## config.mk

```make
export PLATFORM = sky130hd
export DESIGN_NAME = uart_byte_tx
export DESIGN_NICKNAME = d
export VERILOG_FILES = /design/src/rtl/uart_byte_tx.sv
export SDC_FILE = /design/constraint.sdc
export NUM_CORES = 1
export LEC_CHECK = 0
export BUFFER_PORTS_ARGS = -buffer_cell sky130_fd_sc_hd__buf_2
export CAP_MARGIN = 10
export CORE_MARGIN = 2
export CORE_UTILIZATION = 64
export CTS_CLUSTER_SIZE = 8
export DETAILED_ROUTE_END_ITERATION = 6
export GPL_ROUTABILITY_DRIVEN = 0
export GPL_TIMING_DRIVEN = 0
export PLACE_DENSITY = 0.84
export RECOVER_POWER = 25
export SKIP_CTS_REPAIR_TIMING = 1
export SKIP_LAST_GASP = 1
export SLEW_MARGIN = 20
export SYNTH_ARGS = -nofsm -noshare
export SYNTH_HDL_FRONTEND = slang
export SYNTH_SLANG_ARGS = --single-unit
```

## constraint.sdc

```tcl
create_clock -name Clk -period 7.3 [get_ports Clk]
set_clock_uncertainty 0.05 [all_clocks]
set_input_delay 0 -clock Clk [delete_from_list [all_inputs] [get_ports Clk]]
set_output_delay 0 -clock Clk [all_outputs]
set_load 0.02 [all_outputs]
```

## src/rtl/uart_byte_tx.sv

```systemverilog
// -----------------------------------------------------------------------------
// uart_byte_tx
//
// Purpose:
//   8N1 serial transmitter for one byte per request. It sits downstream of the
//   32-bit-to-byte sequencer in Key_Cnt. A frame is a start bit (0), eight data
//   bits LSB first, and a stop bit (1). Every bit lasts D clock cycles, where D
//   is taken from a small baud table when the request is accepted. Tx_Done
//   pulses for one cycle at the end of the frame so the sequencer can move on
//   to the next byte.
//
// Ports:
//   Clk        in   system clock
//   Rst_n      in   asynchronous active-low reset
//   Send_en    in   start request, one-cycle pulse, sampled only while idle
//   data_byte  in   [7:0] byte to send, captured together with an accepted Send_en
//   baud_set   in   [2:0] 0=9600 1=19200 2=38400 3=57600 4=115200 5..7=9600
//   Rs232_Tx   out  serial line, registered, idles high
//   Tx_Done    out  one-cycle pulse at the end of a frame
//   uart_state out  busy flag, high while a frame is in progress
// -----------------------------------------------------------------------------
module uart_byte_tx #(
    parameter int CLK_FREQ = 50_000_000
) (
    input  logic       Clk,
    input  logic       Rst_n,
    input  logic       Send_en,
    input  logic [7:0] data_byte,
    input  logic [2:0] baud_set,
    output logic       Rs232_Tx,
    output logic       Tx_Done,
    output logic       uart_state
);

    localparam logic IDLE = 1'b0;
    localparam logic SEND = 1'b1;

    // Bit periods in clock cycles. Integer division truncates.
    localparam logic [12:0] DIV_9600   = 13'(CLK_FREQ / 9600);
    localparam logic [12:0] DIV_19200  = 13'(CLK_FREQ / 19200);
    localparam logic [12:0] DIV_38400  = 13'(CLK_FREQ / 38400);
    localparam logic [12:0] DIV_57600  = 13'(CLK_FREQ / 57600);
    localparam logic [12:0] DIV_115200 = 13'(CLK_FREQ / 115200);

    logic        r_state;
    logic        r_tx;
    logic        r_done;
    logic [7:0]  r_data;
    logic [12:0] r_div;
    logic [12:0] r_div_cnt;
    logic [3:0]  r_bit_idx;
    logic [12:0] w_div_sel;
    logic        w_bit_end;

    always_comb begin
        w_div_sel = DIV_9600;
        case (baud_set)
            3'd1:    w_div_sel = DIV_19200;
            3'd2:    w_div_sel = DIV_38400;
            3'd3:    w_div_sel = DIV_57600;
            3'd4:    w_div_sel = DIV_115200;
            default: w_div_sel = DIV_9600;
        endcase
    end

    // This is the last cycle of the current bit period.
    assign w_bit_end = (r_div_cnt == r_div - 13'd1);

    always_ff @(posedge Clk or negedge Rst_n) begin
        if (!Rst_n) begin
            r_state   <= IDLE;
            r_tx      <= 1'b1;
            r_done    <= 1'b0;
            r_data    <= 8'd0;
            r_div     <= 13'd0;
            r_div_cnt <= 13'd0;
            r_bit_idx <= 4'd0;
        end else begin
            r_done <= 1'b0;
            case (r_state)
                IDLE: begin
                    r_tx <= 1'b1;
                    if (Send_en) begin
                        // Capture the data and the divider now. Later changes
                        // to the inputs do not affect this frame.
                        r_data    <= data_byte;
                        r_div     <= w_div_sel;
                        r_state   <= SEND;
                        r_tx      <= 1'b0;
                        r_div_cnt <= 13'd0;
                        r_bit_idx <= 4'd0;
                    end
                end
                SEND: begin
                    if (r_bit_idx > 4'd9) begin
                        // The index cannot be valid here. Return to idle.
                        r_state   <= IDLE;
                        r_tx      <= 1'b1;
                        r_div_cnt <= 13'd0;
                        r_bit_idx <= 4'd0;
                    end else if (w_bit_end) begin
                        r_div_cnt <= 13'd0;
                        if (r_bit_idx == 4'd9) begin
                            // The stop bit has run for its full period.
                            r_state   <= IDLE;
                            r_done    <= 1'b1;
                            r_tx      <= 1'b1;
                            r_bit_idx <= 4'd0;
                        end else begin
                            r_bit_idx <= r_bit_idx + 4'd1;
                            // Leaving bit b drives bit b+1. For b = 0..7 that
                            // is data[b]. Leaving data bit 7 drives the stop bit.
                            if (r_bit_idx == 4'd8)
                                r_tx <= 1'b1;
                            else
                                r_tx <= r_data[r_bit_idx[2:0]];
                        end
                    end else begin
                        r_div_cnt <= r_div_cnt + 13'd1;
                    end
                end
            endcase
        end
    end

    assign Rs232_Tx   = r_tx;
    assign Tx_Done    = r_done;
    assign uart_state = r_state;

endmodule

```

==> impl_metrics.env, run 1 <==
export IMPL_viasPerCell=5.79
export IMPL_n_fill_cell=235
export IMPL_cts_tree="yes"
export IMPL_seqCellArea_um2=1000
export IMPL_max_freq_mhz=356
export IMPL_dpl_cell_area_um2=2470
export IMPL_drc=0
export IMPL_path_class="reg -> reg"
export IMPL_path_cells="inv_1 > ha_1 > nor2b_1 > nand2_1 > xnor2_1 > or4_4 > o31ai_4 > and2_1 > buf_6 > nor2_1"
export IMPL_die_y_um=64.4
export IMPL_core_area_um2=3420
export IMPL_top_usage_layer="met2"
export IMPL_grt_max_degree=41
export IMPL_clk_pin_slew_worst_paths_ns=0.11
export IMPL_yosysSeqAreaShare_pct=42.9
export IMPL_maxSlewHeadroom_pct=-38.4
export IMPL_synth_warnings=0
export IMPL_syn_to_final_growth_pct=12.9
export IMPL_num_vias=1952
export IMPL_die_area_um2=4150
export IMPL_hold_class="in -> reg"
export IMPL_crit_fanout=8
export IMPL_drt_iter0_drc=200
export IMPL_rsz0062_at_grt="false"
export IMPL_multi_input_area_um2=1250
export IMPL_wl_per_cell_um=15.1
export IMPL_finalCritPeriodShare_pct=38.4
export IMPL_worstSkewPairLatency_ns=0.34
export IMPL_end_kind="flop"
export IMPL_yosysTopAreaCell="dfrtp_1"
export IMPL_cts_root_buf="clkbuf_4"
export IMPL_yosysTopAreaCellShare_pct=41.8
export IMPL_cts_buffers=5
export IMPL_crit_buf_inv=2
export IMPL_peakVddDrop_uv=257
export IMPL_fin_tns_setup_ns=0
export IMPL_critPathLaunchType="flop"
export IMPL_leakagePower_nw=1.15
export IMPL_firstDrtPassIters=4
export IMPL_nets=306
export IMPL_fp_dieW_um=64.4
export IMPL_drive_gt1_share_pct=13.1
export IMPL_synth_distinct_cells=47
export IMPL_syn_num_nets=273
export IMPL_final_core_util_pct=77.1
export IMPL_min_period_ns=2.81
export IMPL_postRouteAntennaNets=0
export IMPL_drv_slew=41
export IMPL_io_pins=17
export IMPL_antenna_found_initial=0
export IMPL_cp_slowest_cell="or4_4"
export IMPL_grt_use_met3_pct=4.75
export IMPL_cts_htree_levels=2
export IMPL_clock_sinks=40
export IMPL_grt_pass1_vias=1865
export IMPL_ys_seq_elements=40
export IMPL_clockBufferDepth=2
export IMPL_portBuffers=15
export IMPL_grt_pass1_wl_um=8320
export IMPL_hold_violations=0
export IMPL_design_area_um2=2640
export IMPL_synth_top_cells_by_area="dfrtp_1 42%, nand2_1 7.9%, xnor2_1 5.6%"
export IMPL_num_antenna_cells=0
export IMPL_powerDensity_nw_per_um2=304
export IMPL_cp_data_arrival_time_ns=2.99
export IMPL_gr_usage_all_layers_pct=25.9
export IMPL_outcome="complete, but fails checks"
export IMPL_avgSynthCellArea_um2=9.08
export IMPL_grtUsageMet1_pct=35.7
export IMPL_row_count=21
export IMPL_grt_overflow=0
export IMPL_cap_violations=1
export IMPL_finalSetupViolCount=0
export IMPL_worst_slack_ns=4.49
export IMPL_start_util_pct=68.4
export IMPL_hpwl_um=3340
export IMPL_cp_top_family="simple AND/OR/NAND/NOR gates"
export IMPL_violations="max-capacitance violations, max-slew violations"
export IMPL_wl_um=5090
export IMPL_slowest_delay_ns=0.54
export IMPL_dp_slack_ns=4.52
export IMPL_grtUsageMet2_pct=41.1
export IMPL_worstPathRequired_ns=7.48
export IMPL_synth_cells=257
export IMPL_netlist_area_um2=2330
export IMPL_worst_slew_pin_slew_ns=2.08
[cells by family (layout without fill, tap and decap cells)]
kind of cell / after synthesis / count (layout) / share of synthesized area, %
mux: 4 / 4 / 2.84
xor+xnor: 26 / 26 / 9.75
buf+inv: 19 / 53 / 3.54
simple gates: 124 / 124 / 27.2
flops: 40 / 40 / 42.9
compound gates: 42 / 42 / 12.6
fa+ha+maj: 2 / 2 / 1.07
[area by class of cell]
type                    instances  area share (%)
multi-input cells             198            47.4
clock inverters                 2           0.380
inverters                       7           0.997
clock buffers                   6            1.95
plain buffers                  12            2.14
well taps                      46            2.18
flip-flops and latches         40            38.0
repair buffers                 26            6.89
[power breakdown]
part	internal (mW)	leakage (nW)	switching [mW]
Combinational	0.148	0.610	0.171
Clock	0.0459	0.0380	0.0688
Sequential	0.289	0.504	0.0773
Total	0.483	1.15	0.317
[registers in the layout (all words and copies together) (netlist names)]
signal and flops:
Rs232_Tx 1, Tx_Done 1, r_bit_idx 4, r_data 8, r_div 12, r_div_cnt 13, uart_state 1
[metal layers]
metal  up-vias  wire length [µm]
met5         -                 0
met4         0               113
met3        12               181
met2        57              2560
met1       936              2240
li1        947                 -
[cell usage after synthesis, drive strengths merged]
library cell	instances
nand2	49
dfrtp	39
nor2	21
o21ai	15
xnor2	15
xor2	11
clkbuf	9
inv	7
nand3	6
nor2b	6
nor3	6
a21oi	5
nand2b	5
nand4b	5
nor4	5
o211ai	5
a21o	4
and2	4
or2	4
or3	4
and3	3
buf	3
a22o	2
a31oi	2
ha	2
mux4	2
nand4	2
o311ai	2
a221o	1
a31o	1
a32oi	1
a41o	1
dfstp	1
mux2	1
mux2i	1
nand3b	1
nor3b	1
nor4b	1
o22ai	1
o2bb2ai	1
o31ai	1
or4	1
[stage by stage]
stage | cells | total power, mW | hold slack (ns)
after CTS | 326 | 0.786 | -0.272
after detailed placement | 318 | 0.671 | 0.107
after global placement | 318 | 0.657 | 0.113
final | 337 | 0.800 | 0.0321
after global routing | 337 | 0.865 | 0.0652
after floorplan | 257 | 0.598 | -0.346
[placed cells by master, fill, tap and decap left out, types with 5 or more instances in the layout]
cell type / synthesis / layout
buf_2: 2 / 14
nand3_1: 6 / 6
nand2_1: 49 / 49
nand2b_1: 5 / 5
a21oi_1: 5 / 5
xor2_1: 11 / 11
clkbuf_1: 8 / 11
dfrtp_1: 39 / 39
o21ai_0: 15 / 15
nor2b_1: 6 / 6
nand4b_1: 5 / 5
nor2_1: 21 / 21
nor4_1: 5 / 5
dlygate4sd3_1: 0 / 11
xnor2_1: 15 / 15
inv_1: 7 / 7
o211ai_1: 5 / 5
clkbuf_4: 0 / 5
[tightest hold or removal path, cell delays in order]
cell and delay (ns):
clkbuf_1 0.15, xnor2_1 0.17, o21ai_0 0.06
[worst paths after layout]
path	start	endpoint	slack [ns]	cells past startpoint
max	r_div[1]	r_div_cnt[3]	4.49	10
min	baud_set[2]	r_div[12]	0.03	3
max reg2reg	r_div[1]	r_div_cnt[3]	4.49	10
min reg2reg	r_data[4]	r_data[4]	0.44	2
max in group asynchronous	Rst_n	Tx_Done	5.28	2
min in group asynchronous	Rst_n	r_div_cnt[8]	0.73	2
Power figures use the tool's default switching activity.
==> run 2: changes to the inputs <==
--- a/config.mk
+++ b/config.mk
@@ -5,15 +5,16 @@
 export SDC_FILE = /design/constraint.sdc
 export NUM_CORES = 1
 export LEC_CHECK = 0
+export ABC_AREA = 1
 export BUFFER_PORTS_ARGS = -buffer_cell sky130_fd_sc_hd__buf_2
 export CAP_MARGIN = 10
 export CORE_MARGIN = 2
-export CORE_UTILIZATION = 64
+export CORE_UTILIZATION = 54
 export CTS_CLUSTER_SIZE = 8
 export DETAILED_ROUTE_END_ITERATION = 6
 export GPL_ROUTABILITY_DRIVEN = 0
 export GPL_TIMING_DRIVEN = 0
-export PLACE_DENSITY = 0.84
+export PLACE_DENSITY = 0.75
 export RECOVER_POWER = 25
 export SKIP_CTS_REPAIR_TIMING = 1
 export SKIP_LAST_GASP = 1
==> constraint.sdc (replaced) <==
create_clock -name Clk -period 2.4 [get_ports Clk]
set_clock_uncertainty 0.05 [all_clocks]
set_input_delay 0 -clock Clk [delete_from_list [all_inputs] [get_ports Clk]]
set_output_delay 0 -clock Clk [all_outputs]
set_load 0.02 [all_outputs]
==> run 2 against run 1 <==
  * The flow now finishes without violations
  * Wire length increased by 13%
  * First-iteration DRC count decreased by 23%
  * Area after synthesis increased by 7.7%
  * Via count increased by 20%
  * Power increased by 120%
==> impl_metrics.env, run 2 <==
export IMPL_yosysTopAreaCell="dfrtp_1"
export IMPL_syn_to_final_growth_pct=13.6
export IMPL_min_delay_start="baud_set[0]"
export IMPL_crit_cells=11
export IMPL_synth_simple_area_share_pct=33.7
export IMPL_crit_start="r_div[1]"
export IMPL_hold_class="in -> reg"
export IMPL_grt_pass1_vias=2171
export IMPL_firstDrtPassIters=4
export IMPL_drv_slew=0
export IMPL_ys_seq_elements=40
export IMPL_wl_per_cell_um=13.5
export IMPL_clockBufferDepth=2
export IMPL_path_class="reg -> reg"
export IMPL_crit_buf_inv=2
export IMPL_finalCritPeriodShare_pct=90.2
export IMPL_powerDensity_nw_per_um2=619
export IMPL_grt_overflow=0
export IMPL_rsz0062_at_grt="false"
export IMPL_crit_reg2reg_launch="r_div[1]"
export IMPL_fin_tns_setup_ns=0
export IMPL_synth_top_family_by_area="simple AND/OR/NAND/NOR gates"
export IMPL_max_freq_mhz=462
export IMPL_grt_pass1_wl_um=9490
export IMPL_cp_data_arrival_time_ns=2.28
export IMPL_clock_sinks=40
export IMPL_synth_compound_area_share_pct=11.8
export IMPL_cap_violations=0
export IMPL_hold_violations=0
export IMPL_synthFlopType="dfrtp_1"
export IMPL_synth_edf_count=0
export IMPL_reg2reg_slack_ns=0.24
export IMPL_outcome="complete, no violations"
export IMPL_finalSetupViolCount=0
export IMPL_crit_end="uart_state"
export IMPL_cts_tree="yes"
export IMPL_worstSkewPairLatency_ns=0.30
export IMPL_final_cell_mix="98 x nand2_1, 39 x dfrtp_1, 39 x inv_1"
export IMPL_synth_most_common_cell="nand2_1"
export IMPL_yosysTopAreaCellShare_pct=38.8
export IMPL_antenna_found_initial=0
export IMPL_synth_xor_xnor_area_share_pct=3.83
export IMPL_core_area_um2=4410
export IMPL_cp_top_family="simple AND/OR/NAND/NOR gates"
export IMPL_maxSlewHeadroom_pct=35.1
export IMPL_worst_slew_pin_slew_ns=0.974
export IMPL_viasPerCell=5.48
export IMPL_wl_um=5730
export IMPL_worstPathRequired_ns=2.51
export IMPL_synth_async_sr_flop_share_pct=100
export IMPL_drc=0
export IMPL_die_y_um=72.2
export IMPL_cts_htree_levels=2
export IMPL_synth_warnings=0
export IMPL_synthAdderAreaFrac_pct=0.996
export IMPL_num_antenna_cells=0
export IMPL_cp_common_cell="nand3_4"
export IMPL_synth_top_cells_by_area="dfrtp_1 39%, nand2_1 15%, inv_1 5.8%"
export IMPL_die_area_um2=5220
export IMPL_avgSynthCellArea_um2=7.41
export IMPL_postRouteAntennaNets=0
export IMPL_netlist_area_um2=2510
export IMPL_grt_max_degree=41
export IMPL_portBuffers=16
export IMPL_min_period_ns=2.16
export IMPL_gr_usage_all_layers_pct=23.7
export IMPL_num_vias=2333
export IMPL_fp_dieW_um=72.2
export IMPL_worstRegToRegCells=11
export IMPL_cts_buffers=5
export IMPL_largest_reg_flops=13
export IMPL_synth_cells=339
export IMPL_synthMuxAreaShare_pct=0
export IMPL_leakagePower_nw=1.40
export IMPL_clk_pin_slew_worst_paths_ns=0.07
export IMPL_crit_fanout=10
export IMPL_path_cells="inv_1 > ha_1 > nand3_4 > nor2_2 > xor2_1 > nand2_1 > nand2_2 > nand3_4 > nand2_8 > buf_12 > nand3_2"
export IMPL_holdPathStages=3
export IMPL_synth_distinct_cells=39
export IMPL_end_kind="flop"
export IMPL_nets=389
export IMPL_cts_root_buf="clkbuf_8"
export IMPL_row_count=24
export IMPL_design_area_um2=2860
export IMPL_dpl_cell_area_um2=2660
export IMPL_io_pins=17
export IMPL_drive_gt1_share_pct=17.9
export IMPL_cp_slowest_cell="dfrtp_1"
export IMPL_yosysSeqAreaShare_pct=39.9
export IMPL_hpwl_um=4250
export IMPL_critPathLaunchType="flop"
export IMPL_synthTopCellsByCount="98 x nand2_1, 39 x dfrtp_1, 39 x inv_1"
export IMPL_slowest_delay_ns=0.40
export IMPL_start_util_pct=56.9
export IMPL_drt_iter0_drc=154
export IMPL_syn_num_nets=355
export IMPL_peakVddDrop_uv=391
export IMPL_regMostFlops="r_div_cnt"
export IMPL_final_common_cell="nand2_1"
export IMPL_reg_largest_list="r_div_cnt: 13 flops, r_div: 12 flops, r_data: 8 flops"
export IMPL_reg2reg_to="uart_state"
run 2: cell count changes after synthesis, sizes merged, moves of 7 or more:
cell	change
nand3	+18
a21oi	+8
xnor2	-14
nand2	+56
clkbuf	-7
inv	+43
o21ai	+8
nor2	+17
run 2: where the power goes:
group	internal [mW]	switching, mW
clock	0.234	0.223
combinational	0.167	0.272
sequential	0.756	0.114
run 2: area by class of cell:
type	count	area (µm²)
buffer	7	50.0
clock buffer	8	90.1
fill	389	1560
inverter	52	195
multi-input combinational	240	1270
sequential	40	1000
tap	52	65.1
timing repair buffer	27	186
run 2: cells by family after synthesis:
family / count (synthesis)
AO/OA/AOI/OAI: 47
AND/OR/NAND/NOR: 180
flip-flops: 40
XOR/XNOR: 11
buffers and inverters: 59
adder cells (fa/ha/maj): 2
run 2: worst register-to-register path, cell delays in order, from the launching register on:
cell	delay (ns)
dfrtp_1	0.40
inv_1	0.13
ha_1	0.27
nand3_4	0.13
nor2_2	0.11
xor2_1	0.27
nand2_1	0.11
nand2_2	0.10
nand3_4	0.13
nand2_8	0.13
buf_12	0.15
nand3_2	0.07
run 2: worst min-delay path by stage:
| stage | end |
|---|---|
| 2_1_floorplan | Tx_Done |
| 3_3_place_gp | r_data[1] |
| 3_5_place_dp | r_data[1] |
| 4_1_cts | r_div_cnt[4] |
| 5_1_grt | r_div[1] |
| 6_report | r_div[1] |
run 2: through the flow:
step | hold slack (ns) | std cells | power, mW | setup WS, ns | util (%)
detailed placement | 0.118 | 407 | 1.30 | 0.254 | 60.2
global route | 0.0232 | 426 | 1.89 | 0.135 | 64.7
floorplan | -0.346 | 339 | 1.18 | 0.546 | -
CTS | -0.198 | 415 | 1.76 | 0.245 | 62.3
finish | 0.0235 | 426 | 1.77 | 0.236 | 64.7
global placement | 0.108 | 407 | 1.29 | 0.281 | 60.2
run 2: layer usage:
metal  share of wire [%]  wire (µm)  GRT usage, %  vias to the layer above
li1                    -          -             -                     1139
met3                 6.1        348          3.89                       17
met4                 2.8        163          10.7                        0
met1                  41       2330          29.5                     1102
met2                  50       2890          40.6                       75
met5                   0          0             0                        -
==> run 3: changes to the inputs <==
--- a/config.mk
+++ b/config.mk
@@ -7,14 +7,14 @@
 export LEC_CHECK = 0
 export ABC_AREA = 1
 export BUFFER_PORTS_ARGS = -buffer_cell sky130_fd_sc_hd__buf_2
-export CAP_MARGIN = 10
+export CAP_MARGIN = 20
 export CORE_MARGIN = 2
-export CORE_UTILIZATION = 54
+export CORE_UTILIZATION = 50
 export CTS_CLUSTER_SIZE = 8
 export DETAILED_ROUTE_END_ITERATION = 6
 export GPL_ROUTABILITY_DRIVEN = 0
 export GPL_TIMING_DRIVEN = 0
-export PLACE_DENSITY = 0.75
+export PLACE_DENSITY = 0.71
 export RECOVER_POWER = 25
 export SKIP_CTS_REPAIR_TIMING = 1
 export SKIP_LAST_GASP = 1
==> run 3 against run 2 <==
  * Combinational power is essentially flat
  * Sequential power shrank 0.5%
  * Die area grew 7.6%
  * Sequential share of layout area shrank 0.38 points
  * Count of clock-buffer cells in the layout shrank 3
  * Register-to-register slack gained 0.03 ns
  * Utilization shrank 4.4 points
  * Global-route usage shrank 1.4 points
  * Largest cell class unchanged
==> impl_metrics.env, run 3 (same netlist as run 2, synthesis figures left out) <==
export IMPL_outcome="complete, no violations"
export IMPL_hpwl_um=4250
export IMPL_end_kind="flop"
export IMPL_cts_buffers=5
export IMPL_place_inst=422
export IMPL_cap_violations=0
export IMPL_num_vias=2235
export IMPL_fin_tns_setup_ns=0
export IMPL_portBuffers=16
export IMPL_wl_per_cell_um=12.6
export IMPL_reg_largest_list="r_div_cnt: 13 flops, r_div: 12 flops, r_data: 8 flops"
export IMPL_final_common_cell="nand2_1"
export IMPL_drive_gt1_share_pct=18.4
export IMPL_cp_data_arrival_time_ns=2.26
export IMPL_holdWs_ns=0.0554
export IMPL_clock_sinks=40
export IMPL_wl_um=5550
export IMPL_syn_to_final_growth_pct=14.8
export IMPL_hold_violations=0
export IMPL_powerDensity_nw_per_um2=612
export IMPL_worst_slack_ns=0.262
export IMPL_crit_fanout=10
export IMPL_gr_usage_all_layers_pct=22.4
export IMPL_worstPathRequired_ns=2.53
export IMPL_rsz0062_at_grt="false"
export IMPL_finalSetupViolCount=0
export IMPL_fp_dieW_um=74.9
export IMPL_worst_slew_pin_slew_ns=0.960
export IMPL_seqCellArea_um2=1000
export IMPL_finalCritPeriodShare_pct=89.1
export IMPL_multi_input_area_um2=1270
export IMPL_grt_pass1_vias=2096
export IMPL_grt_max_degree=41
export IMPL_leakagePower_nw=1.40
export IMPL_min_period_ns=2.14
export IMPL_viasPerCell=5.06
export IMPL_cts_htree_levels=2
export IMPL_drc=0
export IMPL_drv_slew=0
export IMPL_io_pins=17
export IMPL_path_class="reg -> reg"
export IMPL_nets=390
export IMPL_stdcell_count=442
export IMPL_peakVddDrop_uv=466
export IMPL_cts_root_buf="clkbuf_8"
export IMPL_firstDrtPassIters=4
export IMPL_maxSlewHeadroom_pct=36.0
export IMPL_clockBufferDepth=2
export IMPL_die_area_um2=5610
export IMPL_drt_iter0_drc=145
export IMPL_critPathLaunchType="flop"
export IMPL_worstSkewPairLatency_ns=0.30
export IMPL_hold_class="in -> reg"
export IMPL_num_antenna_cells=0
export IMPL_antenna_found_initial=0
export IMPL_regMostFlops="r_div_cnt"
export IMPL_row_count=25
export IMPL_die_y_um=74.9
export IMPL_p_total_mw=1.77
export IMPL_clk_pin_slew_worst_paths_ns=0.09
export IMPL_largest_reg_flops=13
export IMPL_grt_pass1_wl_um=9280
export IMPL_max_freq_mhz=468
export IMPL_final_cell_mix="98 x nand2_1, 39 x dfrtp_1, 39 x inv_1"
export IMPL_dp_slack_ns=0.241
export IMPL_grt_overflow=0
export IMPL_postRouteAntennaNets=0
export IMPL_n_fill_cell=464
export IMPL_start_util_pct=52.5
export IMPL_core_area_um2=4790
export IMPL_cts_tree="yes"
==> run 3: changes by cell type in the layout (fill, tap and decap cells not counted), sizes merged <==
cell,delta
clkbuf,-3
clkinvlp,+2
clkinv,+1
dlygate4sd3,+1
==> run 3: path summary, 6_finish.rpt <==
path / cells past startpoint / to / slack, ns / startpoint
min in group asynchronous: 2 / r_div[5] / 0.32 / Rst_n
worst max-delay path: 11 / uart_state / 0.26 / r_div[1]
worst min register to register: 2 / r_data[2] / 0.43 / r_data[2]
worst max register to register: 11 / uart_state / 0.26 / r_div[1]
worst min-delay path: 5 / r_data[3] / 0.06 / Send_en
max in group asynchronous: 2 / r_div_cnt[0] / 1.37 / Rst_n
==> run 3: worst max-delay path, stage by stage (launching register included) <==
cell and delay (ns):
dfrtp_1 0.40, inv_1 0.14, ha_1 0.28, nand3_4 0.13
nor2_2 0.11, xor2_1 0.24, nand2_1 0.10, nand2_2 0.10
nand3_4 0.13, nand2_8 0.13, buf_12 0.15, nand3_2 0.06
==> run 3: layer usage <==
| metal | GRT usage, % | vias to the layer above | wire length [µm] |
|---|---|---|---|
| li1 | - | 1149 | - |
| met4 | 9.13 | 0 | 117 |
| met2 | 39.0 | 46 | 2760 |
| met3 | 3.61 | 8 | 231 |
| met1 | 27.6 | 1032 | 2440 |
| met5 | 0 | - | 0 |
==> run 3: power by group <==
part           leakage [nW]  internal [mW]  total, mW  switching [mW]
logic                 0.877          0.169      0.440           0.272
registers             0.480          0.756      0.867           0.111
clock network        0.0404          0.206      0.458           0.253
==> run 3: cell type report <==
type | instances | area share [%]
Timing Repair Buffer | 28 | 6.81
Clock inverter | 3 | 0.824
Sequential cell | 40 | 34.7
Tap cell | 67 | 2.90
Buffer | 7 | 1.73
Inverter | 52 | 6.76
Clock buffer | 5 | 2.38
Multi-Input combinational cell | 240 | 43.9
==> run 3: stage by stage <==
step	area, µm²	util, %
after floorplan	2510	-
after global placement	2680	55.9
after detailed placement	2680	55.9
after CTS	2770	57.9
after global routing	2890	60.3
final	2890	60.3
